<file path="config.mk">
export PLATFORM = sky130hd
export DESIGN_NAME = fir_2path_out_serializer
export DESIGN_NICKNAME = d
export VERILOG_FILES = /design/src/rtl/fir_pkg.sv /design/src/rtl/fir_sat_round.sv /design/src/rtl/fir_2path_out_serializer.sv
export SDC_FILE = /design/constraint.sdc
export NUM_CORES = 1
export LEC_CHECK = 0
export CAP_MARGIN = 30
export CORE_MARGIN = 2
export CORE_UTILIZATION = 37
export CTS_BUF_LIST = sky130_fd_sc_hd__clkbuf_16
export CTS_CLUSTER_DIAMETER = 200
export CTS_CLUSTER_SIZE = 25
export DETAILED_ROUTE_END_ITERATION = 7
export DONT_BUFFER_PORTS = 1
export PLACE_DENSITY = 0.63
export RECOVER_POWER = 50
export SYNTH_ARGS = -nofsm -noshare
export SYNTH_HDL_FRONTEND = slang
export SYNTH_SLANG_ARGS = --single-unit
</file>
<file path="constraint.sdc">
create_clock -name clk -period 2.1 [get_ports clk]
set_input_delay 0.21 -clock clk [delete_from_list [all_inputs] [get_ports clk]]
set_output_delay 0.21 -clock clk [all_outputs]
set_load 0.01 [all_outputs]
</file>
<file path="src/rtl/fir_pkg.sv">
// rtl/fir_pkg.sv - shared types for the 2-path polyphase FIR datapath
package fir_pkg;
   localparam int SAMPLE_W = 16;
   localparam int ACC_W    = 32;

   typedef logic signed [SAMPLE_W-1:0] sample_t;
   typedef logic signed [ACC_W-1:0]    acc_t;

   typedef struct packed {
      sample_t even;
      sample_t odd;
   } pair_t;

   typedef enum logic {
      PH_EVEN = 1'b0,
      PH_ODD  = 1'b1
   } phase_e;
endpackage

</file>
<file path="src/rtl/fir_sat_round.sv">
// rtl/fir_sat_round.sv - combinational round-half-up, arithmetic shift and saturate of one lane
module fir_sat_round #(
   parameter int IN_W      = 32,
   parameter int OUT_W     = 16,
   parameter int SHIFT_AMT = 8
) (
   input  logic signed [IN_W-1:0]  x_i,
   output logic signed [OUT_W-1:0] q_o,
   output logic                    sat_o
);
   localparam int EXT_W = IN_W + 1;
   localparam logic signed [EXT_W-1:0] MAX_V = {{(EXT_W-OUT_W+1){1'b0}}, {(OUT_W-1){1'b1}}};
   localparam logic signed [EXT_W-1:0] MIN_V = {{(EXT_W-OUT_W+1){1'b1}}, {(OUT_W-1){1'b0}}};

   logic signed [EXT_W-1:0] x_ext;
   logic signed [EXT_W-1:0] shifted;

   // One guard bit so the rounding bias cannot wrap at the positive limit
   assign x_ext = {x_i[IN_W-1], x_i};

   generate
      if (SHIFT_AMT == 0) begin : g_no_shift
         assign shifted = x_ext;
      end else begin : g_round
         localparam logic signed [EXT_W-1:0] HALF = {{(EXT_W-1){1'b0}}, 1'b1} << (SHIFT_AMT-1);
         logic signed [EXT_W-1:0] biased;
         assign biased  = x_ext + HALF;
         assign shifted = biased >>> SHIFT_AMT;
      end
   endgenerate

   always_comb begin
      q_o   = shifted[OUT_W-1:0];
      sat_o = 1'b0;
      if (shifted > MAX_V) begin
         q_o   = MAX_V[OUT_W-1:0];
         sat_o = 1'b1;
      end else if (shifted < MIN_V) begin
         q_o   = MIN_V[OUT_W-1:0];
         sat_o = 1'b1;
      end
   end
endmodule

</file>
<file path="src/rtl/fir_2path_out_serializer.sv">
// rtl/fir_2path_out_serializer.sv - quantizes y(2k)/y(2k+1) pairs, buffers them and serializes even-then-odd
// Optional saturation counter enabled by defining FIR_SER_SAT_CNT_EN.
module fir_2path_out_serializer
   import fir_pkg::*;
#(
   parameter int IN_W      = ACC_W,
   parameter int OUT_W     = SAMPLE_W,
   parameter int SHIFT_AMT = 8,
   parameter int DEPTH     = 4
`ifdef FIR_SER_SAT_CNT_EN
   ,
   parameter int CNT_W     = 16
`endif
) (
   input  logic                        clk,
   input  logic                        rst,
   input  logic                        flush,
   input  logic                        in_valid,
   output logic                        in_ready,
   input  logic signed [IN_W-1:0]      in_even,
   input  logic signed [IN_W-1:0]      in_odd,
   output logic                        out_valid,
   input  logic                        out_ready,
   output logic signed [OUT_W-1:0]     out_data,
   output logic                        out_phase,
   output logic [$clog2(DEPTH):0]      level
`ifdef FIR_SER_SAT_CNT_EN
   ,
   output logic [CNT_W-1:0]            sat_count
`endif
);
   localparam int AW = $clog2(DEPTH);

   pair_t          mem_q [DEPTH];
   logic [AW-1:0]  wr_ptr_q, wr_ptr_d;
   logic [AW-1:0]  rd_ptr_q, rd_ptr_d;
   logic [AW:0]    level_q, level_d;
   phase_e         phase_q, phase_d;

   sample_t        q_even, q_odd;
   logic           sat_even, sat_odd;
   pair_t          wr_pair;
   pair_t          head;
   logic           empty, full, push, advance, pop;

   fir_sat_round #(.IN_W(IN_W), .OUT_W(OUT_W), .SHIFT_AMT(SHIFT_AMT)) u_sat_even (
      .x_i   (in_even),
      .q_o   (q_even),
      .sat_o (sat_even)
   );

   fir_sat_round #(.IN_W(IN_W), .OUT_W(OUT_W), .SHIFT_AMT(SHIFT_AMT)) u_sat_odd (
      .x_i   (in_odd),
      .q_o   (q_odd),
      .sat_o (sat_odd)
   );

   assign wr_pair = '{even: q_even, odd: q_odd};
   assign head    = mem_q[rd_ptr_q];

   // Full comes only from the registered level, so a same-cycle pop never frees a slot
   assign empty   = (level_q == '0);
   assign full    = (level_q == (AW+1)'(DEPTH));
   assign push    = in_valid && !full;
   assign advance = !empty && out_ready;
   assign pop     = advance && (phase_q == PH_ODD);

   assign in_ready  = !full;
   assign out_valid = !empty;
   assign out_phase = phase_q;
   assign level     = level_q;
   assign out_data  = empty ? '0 : ((phase_q == PH_ODD) ? head.odd : head.even);

   always_comb begin
      wr_ptr_d = wr_ptr_q;
      rd_ptr_d = rd_ptr_q;
      level_d  = level_q;
      phase_d  = phase_q;
      if (flush) begin
         wr_ptr_d = '0;
         rd_ptr_d = '0;
         level_d  = '0;
         phase_d  = PH_EVEN;
      end else begin
         if (push) wr_ptr_d = wr_ptr_q + 1'b1;
         if (pop)  rd_ptr_d = rd_ptr_q + 1'b1;
         if (push && !pop)      level_d = level_q + 1'b1;
         else if (!push && pop) level_d = level_q - 1'b1;
         if (advance) phase_d = (phase_q == PH_EVEN) ? PH_ODD : PH_EVEN;
      end
   end

   always_ff @(posedge clk or posedge rst) begin
      if (rst) begin
         wr_ptr_q <= '0;
         rd_ptr_q <= '0;
         level_q  <= '0;
         phase_q  <= PH_EVEN;
      end else begin
         wr_ptr_q <= wr_ptr_d;
         rd_ptr_q <= rd_ptr_d;
         level_q  <= level_d;
         phase_q  <= phase_d;
      end
   end

   always_ff @(posedge clk) begin
      if (push && !flush) mem_q[wr_ptr_q] <= wr_pair;
   end

`ifdef FIR_SER_SAT_CNT_EN
   logic [CNT_W-1:0] sat_cnt_q, sat_cnt_d;
   logic [CNT_W:0]   sat_sum;

   assign sat_sum = {1'b0, sat_cnt_q} + (CNT_W+1)'({1'b0, sat_even} + {1'b0, sat_odd});

   always_comb begin
      sat_cnt_d = sat_cnt_q;
      if (flush)     sat_cnt_d = '0;
      else if (push) sat_cnt_d = sat_sum[CNT_W] ? '1 : sat_sum[CNT_W-1:0];
   end

   always_ff @(posedge clk or posedge rst) begin
      if (rst) sat_cnt_q <= '0;
      else     sat_cnt_q <= sat_cnt_d;
   end

   assign sat_count = sat_cnt_q;
`endif
endmodule

</file>
======== Yosys cells after proc, flatten, opt, wreduce, memory -nomap -nowiden ========
Memories as Yosys holds them, arrays and structs flattened.
Index checks and enable logic that the tools add are counted.
word-level totals
  register bits ........................... 8
  bits in latches ......................... 0
  RAM bits ................................ 128
  ROM bits ................................ 0
  input bits .............................. 69
  output and inout port bits .............. 22
  word-level logic and storage cells ...... 50
  memories ................................ 1
memories
  memory  depth  width  rd ports  clocked after memory_dff  write ports  line                            RTL
  mem_q   4      32     1         0                         1            fir_2path_out_serializer.sv:34  pair_t mem_q [DEPTH];
cells by class
  $add $sub $neg .......................... 6
  $mul .................................... 0
  div/mod/pow operators ................... 0
  order comparisons ....................... 4
  equal/unequal tests ..................... 1
  shift-type cells ........................ 0
  mux-type cells .......................... 18
  bitwise logic cells ..................... 0
  reduce and logical (&&, ||, !) cells .... 16
operator list
  cell                     count
  $mux W16                 6
  $add A32 B9 Y33 const B  2
  $gt A25 B16 Y1 const B   2
  $lt A25 B16 Y1 const B   2
  $mux W3                  3
  $mux W2                  4
  $logic_and A1 B1 Y1      6
  $reduce_bool A2 Y1       3
  $logic_not A1 Y1         5
  $mux W1                  5
  $add A2 B1 Y2 const B    2
  $add A3 B1 Y3 const B    1
  $eq A3 B3 Y1 const B     1
  $logic_not A3 Y1         1
  $reduce_bool A3 Y1       1
  $sub A3 B1 Y3 const B    1

======== Longest topological paths before layout ========
Gate-level depths: netlist of the first run.
  depth after elaboration ................. 8
  gate-level depth with buffers ........... 10
  mapped depth without buffers ............ 9

======== Modules after synthesis ========
Synthesis of the first run repeated with hierarchy kept, for this count alone.
second synthesis, totals
  cell total of the unflattened synthesis .. 527
  area, all modules ....................... 7064.3 µm²
by module, submodules not included
  module                    times used  cells each  area each (µm²)  seq. area each (µm²)
  fir_2path_out_serializer  1           259         5390.2           4043.9
  fir_sat_round             2           134         837.1            0.0

======== Worst setup path before layout of the first run ========
No wires, ideal clock.
  kind .................................... reg2reg
  from .................................... reg level_q[0], in the netlist level[0]
  to ...................................... reg level_q[2], in the netlist level[2]
  library setup time ...................... 0.130 ns
  data arrival time ....................... 2.225 ns
  data required time ...................... 1.970 ns
  slack ................................... -0.255 ns
  cell stages (with the launch flop) ...... 9
  path buffers ............................ 0
  path through ............................ dfrtp_1 > or3b_2 > nand2_1 > nor2_1 > fa_1 > or3_1 > nand2_1 > xnor2_1 > nor2_1
between the ends
  elaborated cells between the ends (all ways) .. 17
  those cells by class .................... add/sub: 2; eq/ne: 1; mux: 3; reduce/logical: 11
RTL lines
  item                                                     line                                                            RTL
  from (decl)                                              fir_2path_out_serializer.sv:37                                  logic [AW:0] level_q, level_d;
  from (signal assigned)                                   fir_2path_out_serializer.sv:102                                 level_q <= level_d;
  $eq A3 B3 Y1 *                                           fir_2path_out_serializer.sv:63                                  assign full = (level_q == (AW+1)'(DEPTH));
  $logic_not A1 Y1 *                                       n/a
  via in_ready                                             fir_2path_out_serializer.sv:19                                  output logic in_ready,
  $logic_and A1 B1 Y1 *                                    fir_2path_out_serializer.sv:64                                  assign push = in_valid && !full;
  $logic_and A1 B1 Y1 or $logic_not A1 Y1 (tied branches)  fir_2path_out_serializer.sv:87, fir_2path_out_serializer.sv:88
  $mux W3 or $logic_and A1 B1 Y1 (tied branches)           fir_2path_out_serializer.sv:87, fir_2path_out_serializer.sv:88
  $mux W3 or $reduce_bool A3 Y1 (tied branches)            n/a
Mark *: on every way through the listed nets, which the timed path passes. The rest lies on a longest branch. The select of a mux whose other input is x is not followed.
A chain may end at the register's enable or synchronous reset.

======== Worst setup path in the final report of the first run ========
  from .................................... reg rd_ptr_q[0]
  to ...................................... out out_data[8]
between the ends
  longest elaborated chain between the ends .. 3
ends and longest elaborated chain
  item                    line                             RTL
  from (decl)             fir_2path_out_serializer.sv:36   logic [AW-1:0] rd_ptr_q, rd_ptr_d;
  from (signal assigned)  fir_2path_out_serializer.sv:101  rd_ptr_q <= rd_ptr_d;
  $mem_v2 Z4 W32          n/a
  $mux W16 (2 in a row)   fir_2path_out_serializer.sv:72   assign out_data = empty ? '0 : ((phase_q == PH_ODD) ? head.odd : head.even);
  to (decl)               fir_2path_out_serializer.sv:24   output logic signed [OUT_W-1:0] out_data,
No other way between the ends.

==> impl_results.md, run 1 <==
* Vias in the first global route at 4172
* Failing checks: setup timing
* Clk root buf: clkbuf_16
* Via density at approximately 5.5
* Mapped cell area at roughly 6600 um2
* First-pass GRT wire length at between 20 and 25 mm
* Post-Syn Nets at 530
* Main synth FF type: edfxtp_1
* Largest net degree at the start of global routing at 34
* Clk_skew at 4.325 ps
* Design area at about 8000 um2
* RSZ-0062 raised after global routing: true
* Count leader, synth: edfxtp_1
* Filler Cell Count at roughly 1500
* Status: finished, violations left
* Sequential fraction of the synthesis area at about 61%
* PD cells at around 1000 nW/um2
* Switching share of power at a little over a quarter
* Number of synthesized register bits at 136
* Cell taking the most area after synthesis: edfxtp_1
* Max-slew violation count at 0
* Routed via count at just over 4000
* Gate power share at 23.0%
* Clock power share at 37.8%
* Leakage power at around 0.0027 uW
* Sink Count at around 140
* Placed Area at 7302 um2
* Core footprint at 17360 um2
* Cells after Synth at about 450
* Final setup vio count at 14
* Initial antenna violation count at 0
* Fin nets at between 500 and 600
* Synth area leaders: edfxtp_1, mux4_2, dfrtp_1, xnor2_1, mux2i_1
* Startpoint types: register
* Post-Place Cells at a little over 700
* Clock-pin slew on the worst setup and hold paths at 50 ps
* I/O pin count at 91
* Max Cap Violations at 0
* Fmax at 0.4580 GHz
* Routed WL per cell at approximately 19 um
* Antenna-violating nets left at 0
* Final cell count without fillers at around 750
* Crit path capture type: primary output
* Deepest clock path buffer count at 2
* Chip width at 137.5 um
* Sw power at between 2000 and 2500 uW
* Slew @ Worst Pin at roughly 900 ps
* Reg area at a little over 4000 um2
* Mean area per synthesized cell at between 10 and 15 um2
* Async S/R FF share, synth at 5.882%
* Chip height at between 100 and 150 um
* Gr usage total at between 10% and 20%
* Critical path class: reg2out
* Routed WL at 14.52 mm
* Clock tree from TritonCTS: yes
* Final WS setup at -83.36 ps
* Initial drt markers at 338
* Synth top area share at roughly three fifths
* Diode count at 0
* Final Hold Fails at 0
* Area of the multi-input gates at 2557 um2
* Final worst-path cycle share at 104.0%
* Drt first pass iters at 4
* Worst-path fanout max at 5
* Critical Path RT at approximately 1900 ps
* Synth-to-layout area growth at 23.08%
* Synth warn at 0
* Maximum VDD drop at between 1 and 1.5 mV
* GPL Wtd Cong at ~0.91
* DP HPWL at 9.546 mm
* Starting Density at 38.00%
* Global route overflow at 0
* Share of layout cells above drive strength 1 at between 20% and 30%
* Buffers on Ports at 0
* Remaining routing DRC violations at 0
* Worst min-delay path class: in2reg
* CP arrival at 1970 ps
* H-tree levels at 4
* Site Rows at 48
* Seq pwr share at 39.1%
* Internal power at slightly above 6000 uW
* Post-synth EDFFs at between 100 and 150
* Commonest cells post-synth: edfxtp_1, nor2_1, a21oi_1, mux4_2, nand2_1
* Final worst path period need at 2183 ps
* Max-slew headroom at approximately 40%
* Worst-skew pair later-pin latency at 410 ps
* Die area at 18910 um2
* Post-synth cell types at 52
* Total CTS buffers at 17
==> cells by family (layout without fill, tap and decap cells) <==
| group | after synthesis | count (layout) | share of synthesized area (%) |
|---|---|---|---|
| flip-flops | 136 | 136 | 61.31 |
| AO/OA/AOI/OAI | 56 | 56 | 5.577 |
| buffers and inverters | 29 | 98 | 1.802 |
| AND/OR/NAND/NOR | 138 | 138 | 11.17 |
| multiplexers | 50 | 50 | 13.66 |
| adder cells (fa/ha/maj) | 7 | 7 | 1.442 |
| XOR/XNOR | 38 | 38 | 5.046 |
==> layout make-up <==
type	count	area share, %
multi-input cells	289	31.50
inverters	11	0.5086
repair buffers	55	6.873
well taps	225	3.467
clock buffers	17	5.240
flip-flops and latches	136	49.82
clock inverters	15	2.589
==> path summary, 6_finish.rpt <==
path / cells past startpoint / start / end / slack [ps]
worst max register to register: 10 / level[0] / level[2] / 50
worst min-delay path: 3 / out_ready / out_phase / 60
min in group asynchronous: 2 / rst / level[1] / 190
worst min register to register: 3 / wr_ptr_q[0] / wr_ptr_q[0] / 690
max in group asynchronous: 2 / rst / rd_ptr_q[0] / 1650
worst max-delay path: 5 / rd_ptr_q[0] / out_data[8] / -80
==> layout by cell type (no fill, tap or decap), drive strengths merged, types with 7 or more instances in the layout <==
cell type  instances
edfxtp           128
buf               47
nor2              40
a21oi             33
mux4              32
nand2             22
clkbuf            22
xnor2             21
mux2i             18
xor2              17
nand4             16
inv               13
nand3             13
and3              10
dfrtp              8
and2               7
==> sequential cells by signal, indices dropped and copies added, names as in the netlist <==
| name | count |
|---|---|
| mem_q | 128 |
| level | 3 |
| rd_ptr_q | 2 |
| wr_ptr_q | 2 |
| out_phase | 1 |
==> per-layer routing <==
metal / up-vias / wire [um] / track usage (%) / part of all wire (%)
li1: 1887 / - / - / -
met4: 0 / 216 / 5.727 / 1.5
met3: 20 / 663 / 4.378 / 4.6
met1: 2098 / 5952 / 19.08 / 41
met2: 77 / 7689 / 27.67 / 53
met5: - / 0 / 0 / 0
==> critical path, stage by stage (launching register included) <==
cell     delay (ps)
dfrtp_2         470
buf_12          150
buf_16          120
mux4_2          530
mux2i_2         200
nor2_2           80
==> per-stage QoR <==
step / power (uW) / hold slack, ps / util (%) / setup WS, ps / TNS, ps
floorplan: 4419 / 25.66 / - / -161.6 / -7882
global placement: 4936 / 64.64 / 42.07 / -164.0 / -10130
detailed placement: 4980 / 73.22 / 42.07 / -189.0 / -12450
CTS: 8276 / 49.57 / 46.56 / -105.0 / -1084
global route: 8615 / 58.57 / 46.78 / -152.6 / -1752
finish: 8283 / 62.50 / 46.78 / -83.36 / -654.0
==> timing repair <==
action | CTS | global route
hold endpoints to repair | 16 | 0
hold buffers | 3 | 0
pin swaps | 1 | 5
setup buffers | 3 | 0
resized for setup | 10 | 13
gates cloned | 2 | 0
setup endpoints to repair | 12 | 17
==> power groups by stage <==
stage	clock network (uW)	logic, uW	registers (uW)
6_report	3140	1910	3240
5_1_grt	3300	2060	3260
4_1_cts	3190	1840	3250
3_5_place_dp	0	1680	3300
3_3_place_gp	0	1650	3290
2_1_floorplan	0	1100	3320
(Power assumes the default switching activity.)
==> inputs of run 2 (changes only) <==
--- a/config.mk
+++ b/config.mk
@@ -9,11 +9,11 @@
 export CORE_MARGIN = 2
 export CORE_UTILIZATION = 37
 export CTS_BUF_LIST = sky130_fd_sc_hd__clkbuf_16
-export CTS_CLUSTER_DIAMETER = 200
+export CTS_CLUSTER_DIAMETER = 30
 export CTS_CLUSTER_SIZE = 25
 export DETAILED_ROUTE_END_ITERATION = 7
 export DONT_BUFFER_PORTS = 1
-export PLACE_DENSITY = 0.63
+export PLACE_DENSITY = 0.61
 export RECOVER_POWER = 50
 export SYNTH_ARGS = -nofsm -noshare
 export SYNTH_HDL_FRONTEND = slang
==> constraint.sdc (replaced) <==
create_clock -name clk -period 2.7 [get_ports clk]
set_input_delay 0.27 -clock clk [delete_from_list [all_inputs] [get_ports clk]]
set_output_delay 0.27 -clock clk [all_outputs]
set_load 0.01 [all_outputs]
==> impl_results.md, run 2 (same netlist as run 1, synthesis figures left out) <==
* Sink Count at 136 (unchanged)
* Global route overflow at 0 (unchanged)
* Core footprint at 17360 um2 (unchanged)
* Final Hold Fails at 0 (unchanged)
* Site Rows at 48 (unchanged)
* CP arrival at 2090 ps (+120 ps)
* Worst-path fanout max at 24 (+19)
* DP HPWL at 9.072 mm (-5.0%)
* Starting Density at 38.00% (unchanged)
* Cell chain of the critical path: buf_12 > mux4_2 > mux2i_1 > nor2_1
* Routed WL per cell at 19.14 um (-1.4%)
* Post-Place Cells at 679 (-4.1%)
* Critical Path RT at 2430 ps (+540 ps)
* Setup WS pre-CTS at 234.3 ps (+423.2 ps)
* Largest net degree at the start of global routing at 34 (unchanged)
* First-pass GRT wire length at 21.45 mm (-3.2%)
* Leakage power at 0.002424 uW (-9.7%)
* Deepest clock path buffer count at 2 (unchanged)
* Critical path class: reg2out
* Setup Fix Bufs, Post-CTS at 0 (-3)
* Share of layout cells above drive strength 1 at 17.45% (-10 points)
* Buf+Inv Stages, Crit Path at 1 (-1)
* Final setup vio count at 0 (-14)
* Max Cap Violations at 0 (unchanged)
* Critical path's largest stage delay at 540 ps (about the same)
* Final cell count without fillers at 712 (-4.8%)
* Max reg flops at 128 (unchanged)
* Synth-to-layout area growth at 13.98%
* Chip height at 137.5 um (unchanged)
* I/O pin count at 91 (unchanged)
* Clk root buf: clkbuf_16
* Highest-count cells in the layout ignoring fill and taps: edfxtp_1, nor2_1, a21oi_1
* Drt first pass iters at 4 (unchanged)
* Worst min-delay path class: in2reg
* Total CTS buffers at 17 (unchanged)
* Remaining routing DRC violations at 0 (unchanged)
* Clock tree from TritonCTS: yes
* Maximum VDD drop at 0.5775 mV (-58%)
* Worst-skew pair later-pin latency at 410 ps (about the same)
* Most common cell after layout, fill and taps aside: edfxtp_1
* Chip width at 137.5 um (unchanged)
* Fin Setup TNS at 0 ps (+654.0 ps)
* Final worst path period need at 2360 ps
* Status: completed
* Gr usage total at 15.48% (-0.49 points)
* GPL Wtd Cong at 0.8949 (-1.8%)
* Fmax at approximately 0.42 GHz
* Top reg by flops: mem_q
* Initial drt markers at 230 (-32%)
* PD cells at 779.5 nW/um2 (-24%)
* Buffers on Ports at 0 (unchanged)
* Startpoint types: register
* Min Hold Slack at 109.1 ps (+46.58 ps)
* Clock-pin slew on the worst setup and hold paths at 60 ps (about the same)
* H-tree levels at 4 (unchanged)
* Max-slew violation count at 0 (unchanged)
* Slew @ Worst Pin at 712.4 ps (-189.8 ps)
* Routed WL at 13.63 mm (-6.2%)
* Via density at 5.490 (+0.60%)
* RSZ-0062 raised after global routing: false
* Clk_skew at 11.19 ps (+6.870 ps)
* Crit path max-delay family: multiplexers
* Final WS setup at 339.7 ps (+423.0 ps)
* Routed via count at 3909 (-4.2%)
* R2R setup slack at 350 ps (+300 ps)
* Vias in the first global route at 4043 (-3.1%)
* Initial antenna violation count at 0 (unchanged)
* Die area at 18910 um2 (unchanged)
* Crit path capture type: primary output
* Diode count at 0 (unchanged)
* Antenna-violating nets left at 0 (unchanged)
* Max-slew headroom at 52.11% (+12 points)
* Final worst-path cycle share at between 80% and 90%
* Fin nets at 552 (-5.8%)
* Slowest-stage cell, CP: mux4_2
-- run 2: cell count changes in the layout (fill, tap and decap cells not counted), sizes merged --
cell and delta:
bufinv -2, clkinv +3, inv -2, buf -31, clkinvlp -1, clkbuf -3
-- run 2: layout make-up --
| type | count | area [um2] |
|---|---|---|
| Tap cell | 225 | 281.5 |
| Sequential cell | 136 | 4045 |
| Clock inverter | 13 | 137.6 |
| Multi-Input combinational cell | 289 | 2416 |
| Clock buffer | 17 | 425.4 |
| Timing Repair Buffer | 21 | 171.4 |
| Inverter | 11 | 41.29 |
| Fill cell | 1517 | 9838 |
-- run 2: tightest hold or removal path, delay by kind of cell --
| family | cells | cell delay (ps) |
|---|---|---|
| xor gates and xnor gates | 1 | 70 |
| and+or+nand+nor | 2 | 140 |
-- run 2: routing by layer --
layer	routed length, um	vias up	track usage [%]
li1	-	1821	-
met1	5448	1978	17.73
met2	7183	93	27.22
met3	818	17	5.188
met4	176	0	5.040
met5	0	-	0
-- run 2: through the flow --
stage	util [%]	total power, uW	cell area [um2]
floorplan	-	3414	6596
global placement	40.04	3697	6949
detailed placement	40.04	3734	6949
CTS	43.45	5931	7542
global route	43.32	6141	7518
finish	43.32	5861	7518
-- run 2: path summary, 6_finish.rpt --
| kind | cells past startpoint | start | end |
|---|---|---|---|
| setup reg to reg | 8 | level[0] | level[2] |
| max in group asynchronous | 2 | rst | rd_ptr_q[0] |
| hold / removal | 3 | out_ready | out_phase |
| min in group asynchronous | 2 | rst | level[1] |
| hold reg to reg | 2 | level[2] | level[2] |
| setup / recovery | 4 | rd_ptr_q[0] | out_data[6] |
-- run 2: power by group --
| group | switching, uW | total (uW) | leakage [uW] | internal [uW] |
|---|---|---|---|---|
| clock | 773 | 2190 | 0.000269 | 1410 |
| combinational | 695 | 1130 | 0.000877 | 432 |
| sequential | 71.3 | 2550 | 0.00128 | 2480 |
-- run 2: repair_timing --
item,in CTS,in global routing
hold buffers,3,0
hold endpoints to repair,16,0
gates resized for setup,0,0
==> inputs of run 3 (changes only) <==
--- a/config.mk
+++ b/config.mk
@@ -6,7 +6,6 @@
 export NUM_CORES = 1
 export LEC_CHECK = 0
 export CAP_MARGIN = 30
-export CORE_MARGIN = 2
 export CORE_UTILIZATION = 37
 export CTS_BUF_LIST = sky130_fd_sc_hd__clkbuf_16
 export CTS_CLUSTER_DIAMETER = 30
==> impl_results.md, run 3 (same netlist as run 1, synthesis figures left out) <==
* Status: completed
* Worst-skew pair later-pin latency at 410 ps (about the same)
* Buffers on Ports at 0 (unchanged)
* Worst-path fanout max at 32 (+33%)
* Most common cell after layout, fill and taps aside: edfxtp_1
* Routed WL per cell at 18.91 um (-1.2%)
* Diode count at 0 (unchanged)
* Chip width at 135.5 um (-1.5%)
* Largest net degree at the start of global routing at 35 (+2.9%)
* Setup crit start: level[0]
* Min Hold Slack at 105.1 ps (-4.020 ps)
* Startpoint types: register
* Top reg by flops: mem_q
* GPL Wtd Cong at 0.8444 (-5.6%)
* I/O pin count at 91 (unchanged)
* Deepest clock path buffer count at 2 (unchanged)
* Clock tree from TritonCTS: yes
* Fin nets at 551 (-0.18%)
* Sink Count at 136 (unchanged)
* Clk_skew at 4.493 ps (-6.701 ps)
* Final worst path period need at 2405 ps (+44.85 ps)
* Die area at 18370 um2 (-2.9%)
* H-tree levels at 4 (unchanged)
* Max reg flops at 128 (unchanged)
* Clk root buf: clkbuf_16
* Setup WS pre-CTS at 188.2 ps (-46.09 ps)
* Clock-pin slew on the worst setup and hold paths at 60 ps (about the same)
* Final worst-path cycle share at 89.08% (+1.7 points)
* R2R setup slack at 290 ps (-60 ps)
* Max Cap Violations at 0 (unchanged)
* Global route overflow at 0 (unchanged)
* RR Endpoint: mem_q[0][15]
* Share of layout cells above drive strength 1 at 18.44% (+0.99 points)
* Final Hold Fails at 0 (unchanged)
* Leakage power at 0.002483 uW (+2.4%)
* Vias in the first global route at 3919 (-3.1%)
* Slew @ Worst Pin at 713.7 ps (+1.277 ps)
* Number of cells upsized or downsized after cts at 0 (unchanged)
* Worst Reg-to-Reg Cells at 6 (-2)
* Hold path depth at 3 (unchanged)
* Total CTS buffers at 17 (unchanged)
* First-pass GRT wire length at 20.84 mm (-2.9%)
* Core footprint at 17360 um2 (unchanged)
* Via density at 5.456 (-0.63%)
* Fmax at 0.4158 GHz (-1.9%)
* Highest-count cells in the layout ignoring fill and taps: edfxtp_1, nor2_1, a21oi_1
* Worst hold path endpoint: out_phase
* Antenna-violating nets left at 0 (unchanged)
* Max-slew violation count at 0 (unchanged)
* Critical path class: reg2reg
* Gr usage total at 15.62% (+0.14 points)
* Crit path capture type: register
* Drt first pass iters at 4 (unchanged)
* RSZ-0062 raised after global routing: false
* Final setup vio count at 0 (unchanged)
* CP arrival at 2470 ps (+380 ps)
* Min-delay src: out_ready
* Routed WL at 13.49 mm (-1.0%)
* Tot Pwr at 6286 uW (+7.3%)
* DP HPWL at 8.848 mm (-2.5%)
* Critical Path RT at 2770 ps (+340 ps)
* Maximum VDD drop at 0.6270 mV (+8.6%)
* Site Rows at 48 (unchanged)
* Initial drt markers at 235 (+2.2%)
* Final WS setup at 294.8 ps (-44.85 ps)
* Remaining routing DRC violations at 0 (unchanged)
* Initial antenna violation count at 0 (unchanged)
* Worst min-delay path class: in2reg
* Worst r2r src: level[0]
* Fin Setup TNS at 0 ps (unchanged)
* PD cells at 824.3 nW/um2 (+5.7%)
* Starting Density at 38.00% (unchanged)
* Synth-to-layout area growth at 15.61%
* Routed via count at 3890 (-0.49%)
* Chip height at 135.5 um (-1.5%)
* Max-slew headroom at 52.03% (-0.086 points)
[run 3: area by class of cell]
class,count,area [um2]
clock buffers,17,425.4
clock inverters,15,255.2
fillers,1484,9731
inverters,11,41.29
multi-input cells,289,2416
flip-flops and latches,136,4045
well taps,225,281.5
repair buffers,20,161.4
[run 3: repair_timing]
item / 4_1_cts / 5_1_grt
hold buffers: 3 / 0
setup endpoints to repair: 0 / 0
hold endpoints to repair: 16 / 0
setup buffers: 0 / 0
[run 3: per-layer routing]
| metal | up-vias | part of all wire (%) | wire length [um] | track usage (%) |
|---|---|---|---|---|
| met4 | 0 | 1.6 | 216 | 6.055 |
| li1 | 1819 | - | - | - |
| met1 | 1952 | 40 | 5460 | 18.04 |
| met3 | 21 | 6.0 | 811 | 5.836 |
| met2 | 98 | 52 | 6997 | 26.27 |
| met5 | - | 0 | 0 | 0 |
[run 3: worst max-delay path by stage]
stage,slack (ps),depth (start not counted),to
detailed placement,190,6,mem_q[0][10]
CTS,340,8,level[2]
floorplan,290,8,mem_q[0][14]
global route,190,6,mem_q[0][6]
finish,290,6,mem_q[0][15]
global placement,270,6,mem_q[0][9]
[run 3: critical path: stages (launching register included)]
cell	delay, ps
dfrtp_1	460
or3b_2	570
nand2_1	120
clkbuf_1	260
nor2_1	110
and2_0	170
clkbuf_4	370
[run 3: per-stage QoR]
step / instance area [um2] / cells / util [%]
2_1_floorplan: 6596 / 454 / -
5_1_grt: 7626 / 713 / 43.94
4_1_cts: 7652 / 713 / 44.09
3_3_place_gp: 6942 / 678 / 39.99
3_5_place_dp: 6942 / 678 / 39.99
6_report: 7626 / 713 / 43.94
[run 3: report_power, final]
part / switching, uW / internal (uW) / leakage [uW]
Sequential: 67.1 / 2480 / 0.00128
Combinational: 697 / 424 / 0.000870
Clock: 811 / 1810 / 0.000335
